**src/rtl/ray_pkg.sv**
```systemverilog
// Shared ray types and occupancy encoding for the ray dispatcher.
package ray_pkg;
    localparam int POSITION_WIDTH = 16;
    localparam int ADDRESS_WIDTH  = 32;
    localparam int MAX_UNITS      = 8;

    typedef logic signed [POSITION_WIDTH-1:0] pos_t;
    // Index 0/1/2 = x/y/z.
    typedef pos_t [2:0] vec_t;

    typedef struct packed {
        vec_t                     v;
        logic [ADDRESS_WIDTH-1:0] address;
    } ray_t;

    typedef enum logic [1:0] {
        EMPTY = 2'd0,
        ONE   = 2'd1,
        FULL  = 2'd2
    } occ_t;
endpackage

```
**src/rtl/ray_dispatcher_if.sv**
```systemverilog
// Ray generator / ray unit bundle seen by the dispatcher (master) and its environment (slave).
interface ray_dispatcher_if #(parameter int UNITS = 4);
    import ray_pkg::*;

    logic                     flush;
    logic                     inStart;
    logic                     inReady;
    vec_t                     inV;
    logic [ADDRESS_WIDTH-1:0] inAddress;
    logic [UNITS-1:0]         outStart;
    vec_t                     outV;
    logic [ADDRESS_WIDTH-1:0] outAddress;
    logic [UNITS-1:0]         unitReady;
    logic [UNITS-1:0]         unitBusy;
    logic                     busy;
    logic [31:0]              rayCount;

    modport master (
        input  flush, inStart, inV, inAddress, unitReady, unitBusy,
        output inReady, outStart, outV, outAddress, busy, rayCount
    );

    modport slave (
        output flush, inStart, inV, inAddress, unitReady, unitBusy,
        input  inReady, outStart, outV, outAddress, busy, rayCount
    );
endinterface

```
**src/rtl/ray_fifo2.sv**
```systemverilog
// Two-entry ray queue; head is a register, push/pop take effect at the next edge.
// Never pushed when FULL (caller gates push with its ready); flush empties it.
module ray_fifo2
    import ray_pkg::*;
(
    input  logic clock,
    input  logic reset,
    input  logic push,
    input  logic pop,
    input  logic flush,
    input  ray_t din,
    output occ_t count,
    output ray_t head
);
    occ_t state;
    occ_t state_nxt;
    ray_t tail;

    always_ff @(posedge clock or posedge reset) begin
        if (reset) state <= EMPTY;
        else       state <= state_nxt;
    end

    always_comb begin
        state_nxt = state;
        if (flush) begin
            state_nxt = EMPTY;
        end else begin
            case (state)
                EMPTY:   if (push) state_nxt = ONE;
                ONE: begin
                    if (push && !pop)      state_nxt = FULL;
                    else if (pop && !push) state_nxt = EMPTY;
                end
                FULL:    if (pop) state_nxt = ONE;
                default: state_nxt = EMPTY;
            endcase
        end
    end

    always_ff @(posedge clock or posedge reset) begin
        if (reset) begin
            head <= '0;
            tail <= '0;
        end else if (!flush) begin
            case (state)
                EMPTY: if (push) head <= din;
                ONE: begin
                    // Simultaneous push/pop with one entry: the new ray replaces the head.
                    if (push && pop) head <= din;
                    else if (push)   tail <= din;
                end
                FULL:  if (pop) head <= tail;
                default: ;
            endcase
        end
    end

    assign count = state;
endmodule

```
**src/rtl/ray_dispatcher.sv**
```systemverilog
// Round-robin ray issue to UNITS ray units; issue pulse 2 cycles after acceptance into an empty queue.
// Upstream stalls via inReady when the 2-entry queue is full or flushing; RAY_DISPATCH_COUNT_EN adds rayCount.
module ray_dispatcher
    import ray_pkg::*;
#(
    parameter int UNITS = 4
)
(
    input  logic             clock,
    input  logic             reset,
    ray_dispatcher_if.master bus
);
    localparam int PW = $clog2(UNITS);

    occ_t             count;
    ray_t             head;
    ray_t             in_ray;
    logic             push;
    logic             issue;
    logic [UNITS-1:0] elig;
    logic [PW-1:0]    ptr;
    logic [PW-1:0]    sel;

    function automatic logic [PW-1:0] rr_pick(input logic [UNITS-1:0] req,
                                              input logic [PW-1:0]    start);
        logic [PW-1:0] pick;
        logic          hit;
        int            idx;
        pick = start;
        hit  = 1'b0;
        for (int k = 0; k < UNITS; k++) begin
            idx = (int'(start) + k) % UNITS;
            if (!hit && req[idx]) begin
                pick = PW'(idx);
                hit  = 1'b1;
            end
        end
        return pick;
    endfunction

    assign in_ray      = {bus.inV, bus.inAddress};
    assign bus.inReady = (count != FULL) && !bus.flush;
    assign push        = bus.inStart && bus.inReady;

    // The registered pulse doubles as the one-cycle mask, so a unit cannot win
    // again while its ready has not yet reacted to the pulse.
    assign elig  = bus.unitReady & ~bus.outStart;
    assign sel   = rr_pick(elig, ptr);
    assign issue = (count != EMPTY) && (|elig) && !bus.flush;

    assign bus.busy = (count != EMPTY) || (|bus.outStart) || (|bus.unitBusy);

    ray_fifo2 u_fifo (
        .clock (clock),
        .reset (reset),
        .push  (push),
        .pop   (issue),
        .flush (bus.flush),
        .din   (in_ray),
        .count (count),
        .head  (head)
    );

    always_ff @(posedge clock or posedge reset) begin
        if (reset) begin
            bus.outStart <= '0;
            ptr          <= '0;
        end else if (bus.flush) begin
            bus.outStart <= '0;
            ptr          <= '0;
        end else begin
            bus.outStart <= issue ? (UNITS'(1) << sel) : '0;
            if (issue) ptr <= (sel == PW'(UNITS-1)) ? '0 : sel + 1'b1;
        end
    end

    always_ff @(posedge clock or posedge reset) begin
        if (reset) begin
            bus.outV       <= '0;
            bus.outAddress <= '0;
        end else if (issue) begin
            bus.outV       <= head.v;
            bus.outAddress <= head.address;
        end
    end

`ifdef RAY_DISPATCH_COUNT_EN
    logic [31:0] ray_cnt;

    always_ff @(posedge clock or posedge reset) begin
        if (reset)      ray_cnt <= '0;
        else if (issue) ray_cnt <= ray_cnt + 32'd1;
    end

    assign bus.rayCount = ray_cnt;
`else
    assign bus.rayCount = '0;
`endif
endmodule

```
**src/flat_wrapper.sv**
```systemverilog
// flat-port wrapper written by rule: the top's interface ports become plain ports
module ray_dispatcher_flat import ray_pkg::*;
#(
    parameter int UNITS = 4
)
  (clock, reset, bus_flush, bus_inStart, bus_inV, bus_inAddress, bus_unitReady, bus_unitBusy, bus_inReady, bus_outStart, bus_outV, bus_outAddress, bus_busy, bus_rayCount);
  ray_dispatcher_if #(.UNITS(UNITS)) bus_i ();
  input  logic clock;
  input  logic reset;
  input wire logic [$bits(bus_i.flush)-1:0] bus_flush;
  input wire logic [$bits(bus_i.inStart)-1:0] bus_inStart;
  input wire logic [$bits(bus_i.inV)-1:0] bus_inV;
  input wire logic [$bits(bus_i.inAddress)-1:0] bus_inAddress;
  input wire logic [$bits(bus_i.unitReady)-1:0] bus_unitReady;
  input wire logic [$bits(bus_i.unitBusy)-1:0] bus_unitBusy;
  output wire logic [$bits(bus_i.inReady)-1:0] bus_inReady;
  output wire logic [$bits(bus_i.outStart)-1:0] bus_outStart;
  output wire logic [$bits(bus_i.outV)-1:0] bus_outV;
  output wire logic [$bits(bus_i.outAddress)-1:0] bus_outAddress;
  output wire logic [$bits(bus_i.busy)-1:0] bus_busy;
  output wire logic [$bits(bus_i.rayCount)-1:0] bus_rayCount;
  assign bus_i.flush = bus_flush;
  assign bus_i.inStart = bus_inStart;
  assign bus_i.inV = bus_inV;
  assign bus_i.inAddress = bus_inAddress;
  assign bus_i.unitReady = bus_unitReady;
  assign bus_i.unitBusy = bus_unitBusy;
  assign bus_inReady = bus_i.inReady;
  assign bus_outStart = bus_i.outStart;
  assign bus_outV = bus_i.outV;
  assign bus_outAddress = bus_i.outAddress;
  assign bus_busy = bus_i.busy;
  assign bus_rayCount = bus_i.rayCount;
  ray_dispatcher #(.UNITS(UNITS)) u_core (.clock(clock), .reset(reset), .bus(bus_i));
endmodule
```
**config.mk**
```make
export PLATFORM = sky130hd
export DESIGN_NAME = ray_dispatcher_flat
export DESIGN_NICKNAME = d
export VERILOG_FILES = /design/src/rtl/ray_pkg.sv /design/src/rtl/ray_dispatcher_if.sv /design/src/rtl/ray_fifo2.sv /design/src/rtl/ray_dispatcher.sv /design/src/flat_wrapper.sv
export SDC_FILE = /design/constraint.sdc
export NUM_CORES = 1
export LEC_CHECK = 0
export ABC_AREA = 0
export CELL_PAD_IN_SITES_DETAIL_PLACEMENT = 0
export CELL_PAD_IN_SITES_GLOBAL_PLACEMENT = 1
export CORE_MARGIN = 4
export CORE_UTILIZATION = 28
export DETAILED_ROUTE_END_ITERATION = 8
export PLACE_DENSITY_LB_ADDON = 0.1
export SYNTH_ARGS = -nofsm -noshare
export SYNTH_HDL_FRONTEND = slang
export SYNTH_SLANG_ARGS = --single-unit
```
**constraint.sdc**
```tcl
create_clock -name clock -period 13.15 [get_ports clock]
set_input_delay 3.945 -clock clock [delete_from_list [all_inputs] [get_ports clock]]
set_output_delay 3.945 -clock clock [all_outputs]
set_load 0.01 [all_outputs]
```
==> results of run 1 <==
[final cells by class]
type	count	share of cell area (%)
Sequential cell	248	45.0
Multi-Input combinational cell	565	29.9
Timing Repair Buffer	184	13.3
Clock buffer	48	6.59
Tap cell	511	4.64
Clock inverter	7	0.372
Inverter	2	0.109
[path summary, 6_finish.rpt]
kind	end	slack, ns	cells after the start
worst max-delay path	bus_inReady	3.89	3
worst min-delay path	u_core.u_fifo.tail[27]	0.49	1
worst max register to register	u_core.u_fifo.tail[42]	10.12	5
worst min register to register	u_core.u_fifo.tail[27]	0.49	1
max in group asynchronous	u_core.bus.outV[32]	7.97	3
min in group asynchronous	u_core.ptr[0]	3.91	2
[critical path, delay by kind of cell]
kind / cells / cell delay [ns]
buffers and inverters: 2 / 1.17
and+or+nand+nor: 1 / 0.19
[where the power goes]
group          internal [mW]  switching, mW
sequential             0.942         0.0957
combinational          0.319          0.192
clock                  0.470          0.323
[placed cells by master (no fill, tap or decap), types with 2 or more instances in the layout]
cell / instances
a211oi_1: 2
a21oi_1: 3
buf_4: 6
clkbuf_1: 9
clkbuf_16: 30
clkbuf_8: 9
clkdlybuf4s50_1: 177
clkinv_2: 4
clkinvlp_4: 2
conb_1: 32
dfrtp_1: 248
mux2_1: 87
mux2_2: 153
nand2_1: 241
nand2b_1: 4
nand2b_4: 2
nor2_1: 6
nor2b_1: 6
nor3_1: 2
nor3b_1: 2
nor4_1: 2
o21ai_0: 3
o22ai_1: 2
o31ai_1: 2
[flip-flops by register name, summed over array words and instances, names as in the netlist]
| register | cells |
|---|---|
| u_core.bus.outStart | 4 |
| u_core.u_fifo.tail | 80 |
| u_core.ptr | 2 |
| u_core.bus.outAddress | 32 |
| u_core.bus.outV | 48 |
| u_core.u_fifo.count | 2 |
| u_core.u_fifo.head | 80 |
[routing by layer]
layer  vias to the layer above  share of wire [%]  GRT usage [%]
li1                       3163                  -              -
met1                      3371                 46           16.6
met2                       137                 46           20.3
met3                        36                5.3           3.05
met4                         4                2.3           3.01
met5                         -              0.085              0
[cell families (layout without fill, tap and decap cells)]
logic type               Yosys count  in the layout
AND/OR/NAND/NOR                  276            276
flip-flops                       248            248
multiplexers                     240            240
buffers and inverters             78            241
AO/OA/AOI/OAI                     16             16
adder cells (fa/ha/maj)            1              1
other                              1             32
==> results.txt, run 1 <==
Startpoint Class - input pin
Part of the cycle the worst path needs - 70.4%
Peak Freq - 108 MHz
Ys flop type - dfrtp_1
Area of placed instances - 0.0128 mm2
Post-DP HPWL - 15400 um
Mapped Area - 0.0106 mm2
WL/cell - 16.6 um
CP max stage delay - 0.62 ns
Most frequent cell after synthesis - dfrtp_1
Worst Setup SP - bus_flush
Max VDD drop - 0.0977 mV
GPL Wtd Cong - 0.690
Largest net degree at the start of global routing - 144
Die area - 0.0411 mm2
Maxcap violations - 0
Leak pwr - 6.32 nW
CTS Hold Bufs - 0
IO Pins - 210
Final wirelength - 25900 um
Setup TNS - 0 ns
Crit path time final - 9.26 ns
Post-synthesis async set-or-reset flop share - 100%
ANT cells - 0
Core Footprint - 0.0376 mm2
DRT Pass-1 Iters - 4
CP required - 9.20 ns
Min-delay src - u_core.u_fifo.tail[27]
Initial Utilization - 28.3%
GRT overflow - 0
Remaining antenna violation count - 0
Fillers - 3737
Total Routing Usage GR - 12.4%
Post-route setup slack - 3.89 ns
TritonCTS clock tree - done
Synth area leaders - dfrtp_1 (58%), mux2_2 (16%), mux2_1 (9.2%)
Multi-input logic area - 0.00413 mm2
Total CTS buffers - 30
Layout cells sized above 1 - 20.3%
I/O Buffers - 177
Mux cell area share after synthesis - 25.5%
Max H-tree Level - 1
Slowest CP cell - clkdlybuf4s50_1
Clock Root Buffer - clkbuf_16
Cells along the critical path - clkdlybuf4s50_1 -> nor2_1 -> clkdlybuf4s50_1
Crit Path Class - in2out
Total chip power - 2.34 mW
Post-Synth Adder-Cell Area - 0.118%
Slew headroom - 27.9%
# Post-CTS Setup Buffers - 0
Unrepaired setup endpoints after global routing - no
Design area - 0.0138 mm2
Netlist cell types - 36
Cell Pwr Density - 170 mW/mm2
Worst-skew pair later-pin latency - 0.55 ns
Vias in the first global route - 7077
Antenna violations before repair - 2
DP Worst Slack - 3.88 ns
Via density - 4.29
Die height - 203 um
Cells after synthesis - 860
Worst Setup End Kind - output pin
Synth top area share - 58.4%
Arr. time, crit path - 5.32 ns
Fin util - 36.7%
Sink Count - 248
Leading area contributor after synthesis - dfrtp_1
Synth warn - 0
Simple-gate portion of the synthesized area - 10.7%
NumNets Final - 1124
Post-synth EDFFs - 0
Reg-to-Reg Start - u_core.bus.outStart[3]
Register area share after synthesis - 58.4%
Reg clk slew, reported paths - 0.05 ns
Starting DRT DRC Count - 167
Hold Vio Cnt, Final - 0
Post-Layout Cell Count - 1565
Complex-gate fraction of the synthesized area - 1.04%
Main combinational cell family by area after synthesis - multiplexers
Worst Skew - 0.0101 ns
Max clock buf depth - 3
CTS resizes - 0
Crit Path Max Fanout - 11
Vias - 6711
Synth Area in XOR/XNOR - 0%
Worst min path class - reg2reg
Worst-Margin Slew - 1.08 ns
Final setup violation count - 0
First-pass GRT wire length - 40800 um
CP most frequent cell - clkdlybuf4s50_1
Max-slew violations - 0
Status - finished clean
Synthesis-to-layout area growth - 29.8%
Post-route DRC - 0
Commonest cells in the netlist - dfrtp_1 (248), nand2_1 (241), mux2_2 (153), mux2_1 (87), buf_4 (32)
Syn Area/Cell - 12.3 um2
WHS - 0.486 ns
Row Count - 71
Die width - 203 um
Placed Cells - 1510
Post-synthesis register bit count - 248
Register area - 0.00621 mm2
(Power assumes the default switching activity.)
==> run 2: changes to the inputs <==
- clock period: 13.15 -> 9.6 ns (I/O delays scaled with it)
==> run 2 against run 1 <==
Power up 38%. Largest cell class unchanged. Clock power increased by 41%. Highest routed layer unchanged. Register-to-register slack worse by 3.5 ns. Sequential share of layout area fell by 0.14 points. Hold slack worse by 0.0042 ns. Cell count up 0.32%. Global-route usage decreased by 0.10 points. Sequential power increased by 37%. Combinational power increased by 36%. First-iteration DRC count increased by 28%. Wire length fell by 0.92%. Worst setup slack got worse by 1.4 ns.
==> results.txt, run 2 (same netlist as run 1, synthesis figures left out) <==
Status - finished clean
DRT Pass-1 Iters - 4
Via density - 4.26
Remaining antenna violation count - 0
Sequential power share - 43.9%
Post-DP HPWL - 15600 um
Maxcap violations - 0
Reg clk slew, reported paths - 0.05 ns
Clock Root Buffer - clkbuf_16
First-pass GRT wire length - 40900 um
Crit path time final - 7.13 ns
Setup TNS - 0 ns
Die height - 203 um
GRT overflow - 0
IO Pins - 210
Core Footprint - 0.0376 mm2
Max clock buf depth - 3
Row Count - 71
Cells along the critical path - clkdlybuf4s50_1 -> nor2_1 -> clkdlybuf4s50_1
CTS resizes - 0
Hold depth - 1
Max H-tree Level - 1
Fillers - 3667
Max-slew violations - 0
Worst min path class - reg2reg
Vias in the first global route - 7068
Final wirelength - 25700 um
CP most frequent cell - clkdlybuf4s50_1
Worst-skew pair later-pin latency - 0.54 ns
Post-route setup slack - 2.47 ns
Worst Setup End Kind - output pin
Synthesis-to-layout area growth - 30.2%
Logic pwr share - 21.5%
Worst Setup SP - bus_flush
Reg-to-Reg Start - u_core.bus.outStart[3]
Die area - 0.0411 mm2
Worst-case reg-to-reg path depth - 5
CP required - 6.72 ns
Crit Path Max Fanout - 11
Starting DRT DRC Count - 214
Worst Skew - 0.00641 ns
Levels on crit path - 3
Power Internal - 2.41 mW
Part of the power in the clock network - 34.5%
I/O Buffers - 177
Post-route DRC - 0
Sink Count - 248
Buffers plus inverters on the worst setup path - 2
Peak Freq - 140 MHz
Die width - 203 um
Switching Power - 0.829 mW
CP delay by family, top - buffers and inverters
Top flop regs - u_core.u_fifo.head (80), u_core.u_fifo.tail (80), u_core.bus.outV (48)
Max VDD drop - 0.123 mV
Min-delay src - u_core.u_fifo.head[56]
Layout cells sized above 1 - 20.4%
Hold Vio Cnt, Final - 0
Worst-Margin Slew - 0.941 ns
Most common cell after layout, fill and taps aside - dfrtp_1
Initial Utilization - 28.3%
CTS Hold Bufs - 0
Total CTS buffers - 31
Vias - 6687
Largest net degree at the start of global routing - 114
Sw Ratio - 25.6%
TritonCTS clock tree - done
Most frequent cells in the layout - dfrtp_1 (248), nand2_1 (241), clkdlybuf4s50_1 (177)
Leak pwr - 6.35 nW
Arr. time, crit path - 4.25 ns
Antenna violations before repair - 1
CP max stage delay - 0.63 ns
Unrepaired setup endpoints after global routing - no
Cell Pwr Density - 234 mW/mm2
Slowest CP cell - clkdlybuf4s50_1
Total Routing Usage GR - 12.3%
Final setup violation count - 0
# Post-CTS Setup Buffers - 0
DP Worst Slack - 2.45 ns
NumNets Final - 1128
Part of the cycle the worst path needs - 74.3%
Startpoint Class - input pin
Slew headroom - 37.3%
WL/cell - 16.4 um
GPL Wtd Cong - 0.695
Crit Path Class - in2out
## run 2: changes by cell type in the layout (fill, tap and decap cells not counted), sizes merged
| cell | delta |
|---|---|
| clkbuf | +2 |
| clkinvlp | -1 |
| diode | +1 |
| inv | -1 |
| buf | +3 |
| bufinv | +1 |
## run 2: metal layers
layer / GRT usage (%) / vias up / routed length (um)
met2: 20.2 / 132 / 12100
met4: 2.59 / 2 / 364
met5: 0 / - / 8
met3: 2.97 / 35 / 1360
met1: 16.6 / 3342 / 11800
li1: - / 3176 / -
## run 2: final cells by class
type / instances / area, um2 / share of cell area [%]
diodes: 1 / 2.50 / 0.0181
clock buffers: 50 / 927 / 6.71
clock inverters: 6 / 55.1 / 0.398
inverters: 2 / 11.3 / 0.0814
multi-input cells: 565 / 4130 / 29.8
flip-flops and latches: 248 / 6210 / 44.9
well taps: 511 / 639 / 4.62
repair buffers: 187 / 1860 / 13.4
## run 2: path summary, 6_finish.rpt
| path | slack [ns] | to |
|---|---|---|
| worst max-delay path | 2.47 | bus_inReady |
| worst min-delay path | 0.48 | u_core.u_fifo.head[56] |
| worst max register to register | 6.62 | u_core.u_fifo.tail[47] |
| worst min register to register | 0.48 | u_core.u_fifo.head[56] |
| max in group asynchronous | 5.11 | u_core.u_fifo.head[64] |
| min in group asynchronous | 2.96 | u_core.bus.outAddress[2] |
## run 2: stage by stage
stage	hold WS [ns]	total power [mW]	instances	util (%)	instance area, um2
finish	0.482	3.24	1570	36.8	13800
floorplan	0.454	1.76	891	-	10700
detailed placement	0.476	2.16	1513	34.2	12800
CTS	0.488	3.31	1569	36.8	13800
global placement	0.472	2.15	1513	34.2	12800
global route	0.497	3.43	1569	36.8	13800
## run 2: power groups by stage
stage	clock network, mW	logic [mW]	registers, mW
after floorplan	0	0.295	1.47
final	1.12	0.697	1.42
after detailed placement	0	0.714	1.44
after global routing	1.21	0.760	1.46
after global placement	0	0.706	1.44
after CTS	1.17	0.717	1.43
